--- src/rtl/uvma_apb_regfile_slv.sv ---
// APB4 completer for a register file. RW registers use the low indices and live
// read-only inputs use the top indices. Wait states are optional; wr_pulse and proto_err are registered strobes.
module uvma_apb_regfile_slv #(
    parameter int ADDR_W      = 12,
    parameter int DATA_W      = 32,
    parameter int NUM_REGS    = 16,
    parameter int NUM_RO      = 4,
    parameter int WAIT_CYCLES = 0
) (
    input  logic                                clk,
    input  logic                                reset,
    input  logic [ADDR_W-1:0]                   paddr,
    input  logic                                psel,
    input  logic                                penable,
    input  logic                                pwrite,
    input  logic [DATA_W-1:0]                   pwdata,
    input  logic [DATA_W/8-1:0]                 pstrb,
    output logic                                pready,
    output logic [DATA_W-1:0]                   prdata,
    output logic                                pslverr,
    input  logic [NUM_RO*DATA_W-1:0]            ro_data,
    output logic [(NUM_REGS-NUM_RO)*DATA_W-1:0] rw_data,
    output logic [NUM_REGS-NUM_RO-1:0]          wr_pulse,
    output logic                                proto_err
);
    localparam int NUM_RW = NUM_REGS - NUM_RO;
    localparam int NUM_LN = DATA_W / 8;
    localparam int LSB    = $clog2(NUM_LN);
    localparam logic [ADDR_W-1:0] OFF_MASK  = ADDR_W'((1 << LSB) - 1);
    localparam logic [3:0]        WAIT_INIT = 4'(WAIT_CYCLES);

    typedef enum logic {IDLE, ACCESS} state_e;

    state_e            state_q, state_d;
    logic [3:0]        wcnt_q, wcnt_d;
    logic [ADDR_W-1:0] addr_q, addr_d;
    logic              write_q, write_d;
    logic [DATA_W-1:0] rw_q [NUM_RW];
    logic [DATA_W-1:0] rw_d [NUM_RW];
    logic [NUM_RW-1:0] wr_pulse_q, wr_pulse_d;
    logic              proto_err_q, proto_err_d;

    logic              complete;
    logic              violation;
    logic [31:0]       word_idx;
    logic              access_err;
    logic [DATA_W-1:0] rd_word;

    // Decode uses the captured address. Any change in paddr during ACCESS is a violation.
    always_comb begin
        word_idx   = 32'(addr_q >> LSB);
        access_err = (word_idx >= 32'(NUM_REGS))
                   || ((addr_q & OFF_MASK) != '0)
                   || (write_q && (word_idx >= 32'(NUM_RW)));
    end

    always_comb begin
        rd_word = '0;
        for (int r = 0; r < NUM_RW; r++) begin
            if (word_idx == 32'(r)) rd_word = rw_q[r];
        end
        for (int r = 0; r < NUM_RO; r++) begin
            if (word_idx == 32'(NUM_RW + r)) rd_word = ro_data[r*DATA_W +: DATA_W];
        end
    end

    // NOTE: every output of a combinational block gets a default first, so no path can infer a latch.
    always_comb begin
        state_d   = state_q;
        wcnt_d    = wcnt_q;
        addr_d    = addr_q;
        write_d   = write_q;
        complete  = 1'b0;
        violation = 1'b0;
        case (state_q)
            IDLE: begin
                if (psel && !penable) begin
                    state_d = ACCESS;
                    wcnt_d  = WAIT_INIT;
                    addr_d  = paddr;
                    write_d = pwrite;
                end else if (psel && penable) begin
                    violation = 1'b1;
                end
            end
            ACCESS: begin
                if (!psel || (paddr != addr_q) || (pwrite != write_q)) begin
                    violation = 1'b1;
                    state_d   = IDLE;
                    wcnt_d    = '0;
                end else if (penable) begin
                    if (wcnt_q == '0) begin
                        complete = 1'b1;
                        state_d  = IDLE;
                    end else begin
                        wcnt_d = wcnt_q - 4'd1;
                    end
                end
            end
            default: state_d = IDLE;
        endcase
    end

    assign pready      = complete && !reset;
    assign pslverr     = pready && access_err;
    assign prdata      = (pready && !write_q && !access_err) ? rd_word : '0;
    assign proto_err_d = violation && !reset;

    always_comb begin
        rw_d       = rw_q;
        wr_pulse_d = '0;
        if (pready && write_q && !access_err) begin
            for (int r = 0; r < NUM_RW; r++) begin
                if (word_idx == 32'(r)) begin
                    wr_pulse_d[r] = 1'b1;
                    for (int b = 0; b < NUM_LN; b++) begin
                        if (pstrb[b]) rw_d[r][b*8 +: 8] = pwdata[b*8 +: 8];
                    end
                end
            end
        end
    end

    // NOTE: state elements use non-blocking assignments, so every flop samples pre-edge values.
    always_ff @(posedge clk) begin
        if (reset) begin
            state_q     <= IDLE;
            wcnt_q      <= '0;
            addr_q      <= '0;
            write_q     <= 1'b0;
            wr_pulse_q  <= '0;
            proto_err_q <= 1'b0;
            // NOTE: the register file is reset because software relies on reading zeros.
            for (int r = 0; r < NUM_RW; r++) rw_q[r] <= '0;
        end else begin
            state_q     <= state_d;
            wcnt_q      <= wcnt_d;
            addr_q      <= addr_d;
            write_q     <= write_d;
            wr_pulse_q  <= wr_pulse_d;
            proto_err_q <= proto_err_d;
            for (int r = 0; r < NUM_RW; r++) rw_q[r] <= rw_d[r];
        end
    end

    assign wr_pulse  = reset ? '0 : wr_pulse_q;
    assign proto_err = proto_err_q && !reset;

    for (genvar r = 0; r < NUM_RW; r++) begin : g_rw_out
        assign rw_data[r*DATA_W +: DATA_W] = rw_q[r];
    end

endmodule

--- config.mk ---
export PLATFORM = sky130hd
export DESIGN_NAME = uvma_apb_regfile_slv
export DESIGN_NICKNAME = d
export VERILOG_FILES = /design/src/rtl/uvma_apb_regfile_slv.sv
export SDC_FILE = /design/constraint.sdc
export NUM_CORES = 1
export LEC_CHECK = 0
export CORE_MARGIN = 2
export CORE_UTILIZATION = 28
export DETAILED_ROUTE_END_ITERATION = 8
export GPL_TIMING_DRIVEN = 0
export PLACE_DENSITY = 0.54
export SKIP_LAST_GASP = 1
export SLEW_MARGIN = 30
export SYNTH_ARGS = -nofsm -noshare
export SYNTH_HDL_FRONTEND = slang
export SYNTH_SLANG_ARGS = --single-unit
--- constraint.sdc ---
create_clock -name clk -period 4.3 [get_ports clk]
set_input_delay 0.86 -clock clk [delete_from_list [all_inputs] [get_ports clk]]
set_output_delay 0.86 -clock clk [all_outputs]
set_load 0.05 [all_outputs]
== Yosys cells after proc, flatten, opt, wreduce, memory -nomap -nowiden ==
Cells that the tools add are included.

* Register bits: 415
* Input bits: 181
* Output and inout bits: 431
* Word-level logic and storage cells: 201

* Reduce and logical (&&, ||, !) cells: 74
* Mux-type cells: 48
* Eq/ne operators: 20
* Add/subtract/negate cells: 1
* Bitwise operators: 2
* Order comparisons: 2

{| class="wikitable"
|+ Operators by type and width
! cell !! count
|-
| $mux W32 || 17
|-
| $reduce_and A3 Y1 || 49
|-
| $eq A10 B4 Y1 const B || 8
|-
| $eq A10 B3 Y1 const B || 4
|-
| $logic_not A32 Y1 || 1
|-
| $mux W1 || 23
|-
| $eq A10 B2 Y1 const B || 2
|-
| $mux W4 || 4
|-
| $mux W12 || 1
|-
| $ne A12 B12 Y1 || 1
|-
| $reduce_bool A12 Y1 || 1
|-
| $logic_and A1 B1 Y1 || 11
|-
| $eq A10 B1 Y1 const B || 1
|-
| $ge A10 B4 Y1 const B || 1
|-
| $ge A10 B5 Y1 const B || 1
|-
| $pmux W4 S2 || 1
|-
| $logic_not A1 Y1 || 5
|-
| $logic_not A4 Y1 || 1
|-
| $logic_or A1 B1 Y1 || 4
|-
| $pmux W1 S2 || 2
|-
| $sub A4 B1 Y4 const B || 1
|-
| $ne A3 B2 Y1 const B || 1
|-
| $ne A3 B3 Y1 const B || 1
|-
| $ne A2 B2 Y1 const B || 1
|-
| 4 further kinds || 5
|}

== Depth between registers and ports, before layout ==
Gate-level depths: netlist of the first run.

* Word-level depth: 18
* Gate-level depth with buffers: 10
* Depth with buffers taken out: 8

== Least setup slack after synthesis of the first run ==
OpenSTA, ideal clock, no wires.

* Path kind: reg-to-output
* From: register addr_q[4]
* To: output port prdata[24]
* Required time: 3.440 ns
* Slack: 0.135 ns
* Cell stages (with the launch flop): 8
* Buffers on the path: 2
* Data arrival time: 3.305 ns
* Cells stage by stage: dfxtp_1 -> buf_2 -> or4b_2 -> nor3_1 -> buf_2 -> a211oi_1 -> a21o_1 -> a221oi_1

* Longest elaborated chain between the ends: 18
* Elaborated cells on any way between the ends: 47
* Classes of those cells: 2 x order compare; 16 x eq/ne; 19 x mux; 10 x reduce/logical

{| class="wikitable"
|+ RTL lines
! item !! RTL line !! RTL
|-
| start: declaration || 36 || <nowiki>logic [ADDR_W-1:0] addr_q, addr_d;</nowiki>
|-
| start signal: assignment || 138 || <nowiki>addr_q <= addr_d;</nowiki>
|-
| $logic_not A32 Y1 || 60 || <nowiki>if (word_idx == 32'(r)) rd_word = rw_q[r];</nowiki>
|-
| $mux W32 (12 in a row) || 60 ||
|-
| $mux W32 (4 in a row) || 63 || <nowiki>if (word_idx == 32'(NUM_RW + r)) rd_word = ro_data[r*DATA_W +: DATA_W];</nowiki>
|-
| $mux W32 (*) || 106 || <nowiki>assign prdata = (pready && !write_q && !access_err) ? rd_word : '0;</nowiki>
|-
| end: declaration || 19 || <nowiki>output logic [DATA_W-1:0] prdata,</nowiki>
|}

Every way passes the cells marked *; elsewhere a longest branch is shown, timed or not.

== Worst setup path after layout of the first run ==
* From: register addr_q[3]
* To: output port prdata[3]

Same word-level chain as after synthesis.

==> reports/metrics.cfg, run 1 <==
[run_status]
status=finished, violations left
failed_checks=setup timing

[cts]
cts_tree=built
cts_max_level=2
cts_hold_buffers=0
clock-root-buffer=clkbuf_16
clkSinkCount=415
path_clk_slew_ns=0.06
cts_made_buffers=49
clk_latency_ns=0.64
clock_path_buffers=3

[worst_setup_path]
crit_chain=buf_6 -> clkinv_2 -> clkbuf_4 -> clkbuf_4 -> o21ai_1 -> o311ai_2 -> o2111ai_1 -> a21oi_2 -> buf_4
critPathKind=reg -> out
crit_path_end_kind=primary output
required_ns=3.44
rr_endpoint=rw_data[377]
r2r-start=addr_q[10]
critPathBufInv=5
path_common_cell=clkbuf_4
critPathLaunchType=register
rr_worst_depth=9
crit_slowest_cell=o21ai_1
cp_max_fo=10
cp.arrival_ns=3.54
critPathTopFamily=buffers and inverters
regToRegSetupSlack_ns=0.66
cpPeakStageDelay_ns=0.42
cp_num_cells=9

[power_and_ir_drop]
vdd_drop_max_v=0.000293
p_leak_nw=10.7
pwr-share-seq_pct=39.9
power_frac_comb_pct=12.0
power_density_nw_per_um2=311
switchingPower_mw=2.69
power_mw=9.68
internal_power_mw=6.99
swShare_pct=27.8
pwr-share-clk_pct=48.1

[timing]
grt_setup_unrepaired=yes
period_minus_slack_ns=4.40
drv_slew=0
tns_ns=-0.349
fin_ws_ns=-0.104
setup_violations=11
max_freq_mhz=227
period_share_pct=102
hold_viol=0
maxSlewHeadroom_pct=27.0
fin_worst_skew_ns=0.0248
tightest_slew_ns=1.10

[grt]
first_global_vias=23900
grt_max_degree=13
grt_pass1_wl_um=201000
track_usage_pct=37.3
grt_overflow=0
antenna_found_initial=4

[logic_synthesis]
ys_types=73
synth_area_um2=21200
synth-edff-count=0
ys_ff_latch=415
yosysWarningCount=0
ys_async_sr_fraction_pct=0
synth.avg_cell_area_um2=8.25
synthCells=2569
syn-num-nets=2752
synthFlopType=dfxtp_1
yosysSeqAreaShare_pct=39.2

[routing]
wl_met2_um=64800
drc=0
postRouteAntennaNets=0
routedWlPerCell_um=36.0
drt_iter0_markers=3460
top_layer=met5
met3_length_um=20100
via_per_inst=6.00
drt-total-wl_um=152000
vias=25400
wl_met1_um=55800
firstDrtPassIters=6

[floorplanning]
die-height_um=279
die_w_um=279
core_area_um2=74700
die-area_um2=77900
top_level_ports=612
rows=100
initial_utilization_pct=28.4

[job]
maxCapViolations=0

[worst_hold_path]
hold_path_startpoint=rw_data[182]
whs_endpoint=rw_data[182]
min_path_type=reg -> reg
hold_depth=2

[final_layout]
fin_cells=4228
finish.utilization_pct=41.7
n_fill_cell=7537
area.growth.synth_to_final_pct=47.0
layout.nets=3406
drive_gt1_share_pct=13.5
most-common-layout-cells=596 x nand2_1, 541 x clkdlybuf4s50_1, 414 x dfxtp_1
layout_commonest_cell=nand2_1
multiInputGateArea_um2=12600
layout.area.seq_um2=8310

[place]
port_buffers=574
dp_cells=4115
finalWeightedCongestion=1.03
dp_hpwl_um=115000

[cells in the mapped netlist (24+ instances only)]
| library cell | count | area, um2 |
|---|---|---|
| nand4_1 | 39 | 244 |
| nand2b_1 | 138 | 863 |
| clkbuf_1 | 143 | 537 |
| nor4_4 | 34 | 723 |
| nor2b_1 | 25 | 156 |
| mux2i_1 | 175 | 1750 |
| a22oi_1 | 26 | 195 |
| a21oi_1 | 350 | 1750 |
| nor2_1 | 124 | 465 |
| nand2_1 | 607 | 2280 |
| a221oi_1 | 24 | 210 |
| o21ai_0 | 70 | 350 |
| dfxtp_1 | 415 | 8310 |
| buf_2 | 28 | 140 |
[logic make-up (layout without fill, tap and decap cells)]
logic type               after synthesis  after routing  share of synthesized area (%)
AO/OA/AOI/OAI                        635            635                           18.0
XOR/XNOR                              15             15                          0.620
adder cells (fa/ha/maj)                2              2                          0.118
buffers and inverters                209            898                           4.03
flip-flops                           415            415                           39.2
multiplexers                         215            215                           11.6
other                                  0              1                              0
AND/OR/NAND/NOR                     1078           1078                           26.5
[per-layer routing]
layer  GRT usage [%]  vias up
li1                -    10400
met1            44.2    12400
met2            56.1     2012
met3            15.3      519
met4            22.9        8
met5               0        -
[what timing repair did]
action                     in CTS  in global routing
resized for setup             432                 69
setup endpoints to repair      87                 32
setup buffers                  26                  5
pin swaps                      24                 17
[worst max path at each step]
stage	slack, ns	from	to
after global placement	-2.91	addr_q[2]	prdata[28]
after CTS	-0.11	addr_q[6]	prdata[29]
after detailed placement	-1.78	addr_q[11]	prdata[29]
final	-0.10	addr_q[3]	prdata[3]
after global routing	-0.03	addr_q[4]	prdata[19]
after floorplan	0.14	addr_q[4]	prdata[24]
[per-stage QoR]
step           hold slack, ns  worst slack (ns)  instance area (um2)
6_report                0.469            -0.104                31200
3_3_place_gp            0.454             -2.91                28200
2_1_floorplan           0.468             0.135                21200
5_1_grt                 0.480           -0.0326                31200
4_1_cts                 0.468            -0.109                31000
3_5_place_dp            0.459             -1.78                28200
[registers in the layout, indices dropped and copies added (netlist names)]
signal,flops
proto_err_q,1
wcnt_q,4
addr_q,12
wr_pulse_q,12
rw_data,384
state_q,1
write_q,1
[power by group through the flow]
stage	sequential [mW]	combinational [mW]	clock, mW
final	3.86	1.16	4.66
after global routing	3.86	1.16	4.80
after CTS	3.86	1.09	4.64
after detailed placement	3.94	0.987	0
after global placement	3.94	0.986	0
after floorplan	3.94	0.421	0
[final cells by class]
type / instances / share of cell area [%]
Buffer: 193 / 4.17
Multi-Input combinational cell: 1945 / 40.6
Sequential cell: 415 / 26.7
Tap cell: 969 / 3.89
Timing Repair Buffer: 608 / 19.0
Inverter: 11 / 0.157
Antenna cell: 1 / 0.00803
Clock buffer: 67 / 4.58
Clock inverter: 19 / 0.976
[tightest hold or removal path, delay by kind of cell, from the launching register on]
family	cells	cell delay (ns)
AO/OA/AOI/OAI	1	0.05
flip-flops	1	0.32
AND/OR/NAND/NOR	1	0.06
(Power assumes the default switching activity.)
==> run 2: changes to the inputs <==
--- a/config.mk
+++ b/config.mk
@@ -15,3 +15,4 @@
 export SYNTH_ARGS = -nofsm -noshare
 export SYNTH_HDL_FRONTEND = slang
 export SYNTH_SLANG_ARGS = --single-unit
+export TNS_END_PERCENT = 10
==> run 2 against run 1 <==
Against the previous run:
- the flow still finishes with violations (setup timing)
- flip-flop and latch count stayed put
- global-route usage hardly changed
- hold slack worse by 0.0019 ns
- via count hardly changed
- maximum frequency is 3.9% lower
- count of clock-buffer cells in the layout stayed put
- largest power group unchanged
- final cell count hardly changed
==> reports/metrics.cfg, run 2 (synthesis results as in run 1) <==
[place]
dp_hpwl_um=115000  ; unchanged
finalWeightedCongestion=1.03  ; unchanged
port_buffers=574  ; unchanged
place_ws_ns=-1.78  ; unchanged
dp_cells=4115  ; unchanged

[floorplanning]
die_w_um=279  ; unchanged
die-height_um=279  ; unchanged
core_area_um2=74700  ; unchanged
initial_utilization_pct=28.4  ; unchanged
die-area_um2=77900  ; unchanged
top_level_ports=612  ; unchanged
rows=100  ; unchanged

[timing]
fin_worst_skew_ns=0.0270  ; was 0.0248 ns
max_freq_mhz=218  ; was 227 MHz
period_share_pct=107  ; was 102%
fin_ws_ns=-0.282  ; was -0.104 ns
maxSlewHeadroom_pct=27.7  ; was 27.0%
setup_violations=28  ; was 11
period_minus_slack_ns=4.58  ; was 4.40 ns
hold_ws_ns=0.467  ; was 0.469 ns
hold_viol=0  ; unchanged
tightest_slew_ns=1.08  ; was 1.10 ns
grt_setup_unrepaired=yes  ; unchanged
drv_slew=0  ; unchanged
tns_ns=-2.40  ; was -0.349 ns

[grt]
grt_overflow=0  ; unchanged
antenna_found_initial=3  ; was 4
grt_pass1_wl_um=201000  ; about the same
first_global_vias=23800  ; was 23900
track_usage_pct=37.3  ; about the same
grt_max_degree=13  ; unchanged

[cts]
clock_path_buffers=3  ; unchanged
cts_made_buffers=49  ; unchanged
cts_max_level=2  ; unchanged
cts_tree=built  ; unchanged
clock-root-buffer=clkbuf_16  ; unchanged
path_clk_slew_ns=0.06  ; about the same
clk_latency_ns=0.64  ; about the same
clkSinkCount=415  ; unchanged

[final_layout]
layout_commonest_cell=nand2_1  ; unchanged
layout.nets=3400  ; was 3406
largest_register_ff_count=384  ; unchanged
area.growth.synth_to_final_pct=46.4  ; was 47.0%
finish.utilization_pct=41.5  ; was 41.7%
fin_cells=4224  ; was 4228
most-common-layout-cells=596 x nand2_1, 541 x clkdlybuf4s50_1, 414 x dfxtp_1  ; unchanged
drive_gt1_share_pct=13.1  ; was 13.5%

[routing]
routedWlPerCell_um=36.0  ; about the same
drt-total-wl_um=152000  ; unchanged
firstDrtPassIters=9  ; was 6
drc=0  ; unchanged
postRouteAntennaNets=0  ; unchanged
drt_iter0_markers=3282  ; was 3460
vias=25400  ; about the same
via_per_inst=6.01  ; was 6.00

[power_and_ir_drop]
p_leak_nw=10.7  ; about the same
vdd_drop_max_v=0.000295  ; was 0.000293 V
power_density_nw_per_um2=312  ; was 311 nW/um2

[worst_setup_path]
crit_path_end_kind=primary output  ; unchanged
critPathLaunchType=register  ; unchanged
required_ns=3.44  ; about the same
critPathKind=reg -> out  ; unchanged
cp.arrival_ns=3.72  ; was 3.54 ns
cp_max_fo=10  ; unchanged

[job]
maxCapViolations=0  ; unchanged

[run_status]
status=finished, violations left  ; unchanged
failed_checks=setup timing  ; unchanged

[worst_hold_path]
min_path_type=reg -> reg  ; unchanged

## run 2: cell count changes in the layout (fill, tap and decap cells not counted), sizes merged
cell	before	now
diode	1	3
clkdlybuf4s15	2	5
dlygate4sd2	0	1
clkbuf	205	209
buf	120	106
## run 2: per-stage QoR
| step | power, mW | instance area, um2 |
|---|---|---|
| floorplan | 4.36 | 21200 |
| global placement | 4.93 | 28200 |
| detailed placement | 4.93 | 28200 |
| CTS | 9.57 | 30800 |
| global route | 9.81 | 31000 |
| finish | 9.68 | 31000 |
## run 2: power by group
group | switching [mW] | leakage (nW) | internal (mW)
logic | 0.812 | 6.46 | 0.344
registers | 0.00918 | 3.34 | 3.85
clock network | 1.87 | 0.851 | 2.79
total | 2.69 | 10.7 | 6.98
## run 2: critical path: stages, from the launching register on
cell	delay, ns
dfxtp_2	0.41
buf_6	0.21
clkinv_2	0.27
clkbuf_2	0.45
clkbuf_4	0.40
o21ai_1	0.42
o311ai_2	0.23
o2111ai_1	0.29
a21oi_2	0.16
buf_4	0.22
## run 2: layer usage
layer	global-route usage (%)	part of all wire [%]	vias to the layer above	routed length, um
met2	56.6	43	2000	65000
met3	15.6	14	524	20600
li1	-	-	10400	-
met1	43.7	36	12400	55300
met5	0	0.016	-	24
met4	22.3	7.3	4	11100
## run 2: final cells by class
class                           count  area [um2]
Antenna cell                        3        7.51
Buffer                            193        1240
Clock buffer                       67        1430
Clock inverter                     19         304
Fill cell                        7552       43700
Inverter                           11        48.8
Multi-Input combinational cell   1945       12600
Sequential cell                   415        8310
Tap cell                          969        1210
Timing Repair Buffer              602        5890
## run 2: timing repair
| item | 4_1_cts | 5_1_grt |
|---|---|---|
| setup buffers | 15 | 10 |
| hold endpoints to repair | 0 | 0 |
| setup endpoints to repair | 87 | 33 |
| pin swaps | 19 | 19 |
| hold buffers | 0 | 0 |
| gates resized for setup | 380 | 78 |
| cloned | 0 | 0 |
## run 2: final timing paths
| check | from | end | slack (ns) | cells past startpoint |
|---|---|---|---|---|
| worst min-delay path | rw_data[182] | rw_data[182] | 0.47 | 2 |
| worst max register to register | addr_q[10] | rw_data[350] | 0.70 | 9 |
| worst max-delay path | addr_q[3] | prdata[3] | -0.28 | 9 |
| worst min register to register | rw_data[182] | rw_data[182] | 0.47 | 2 |
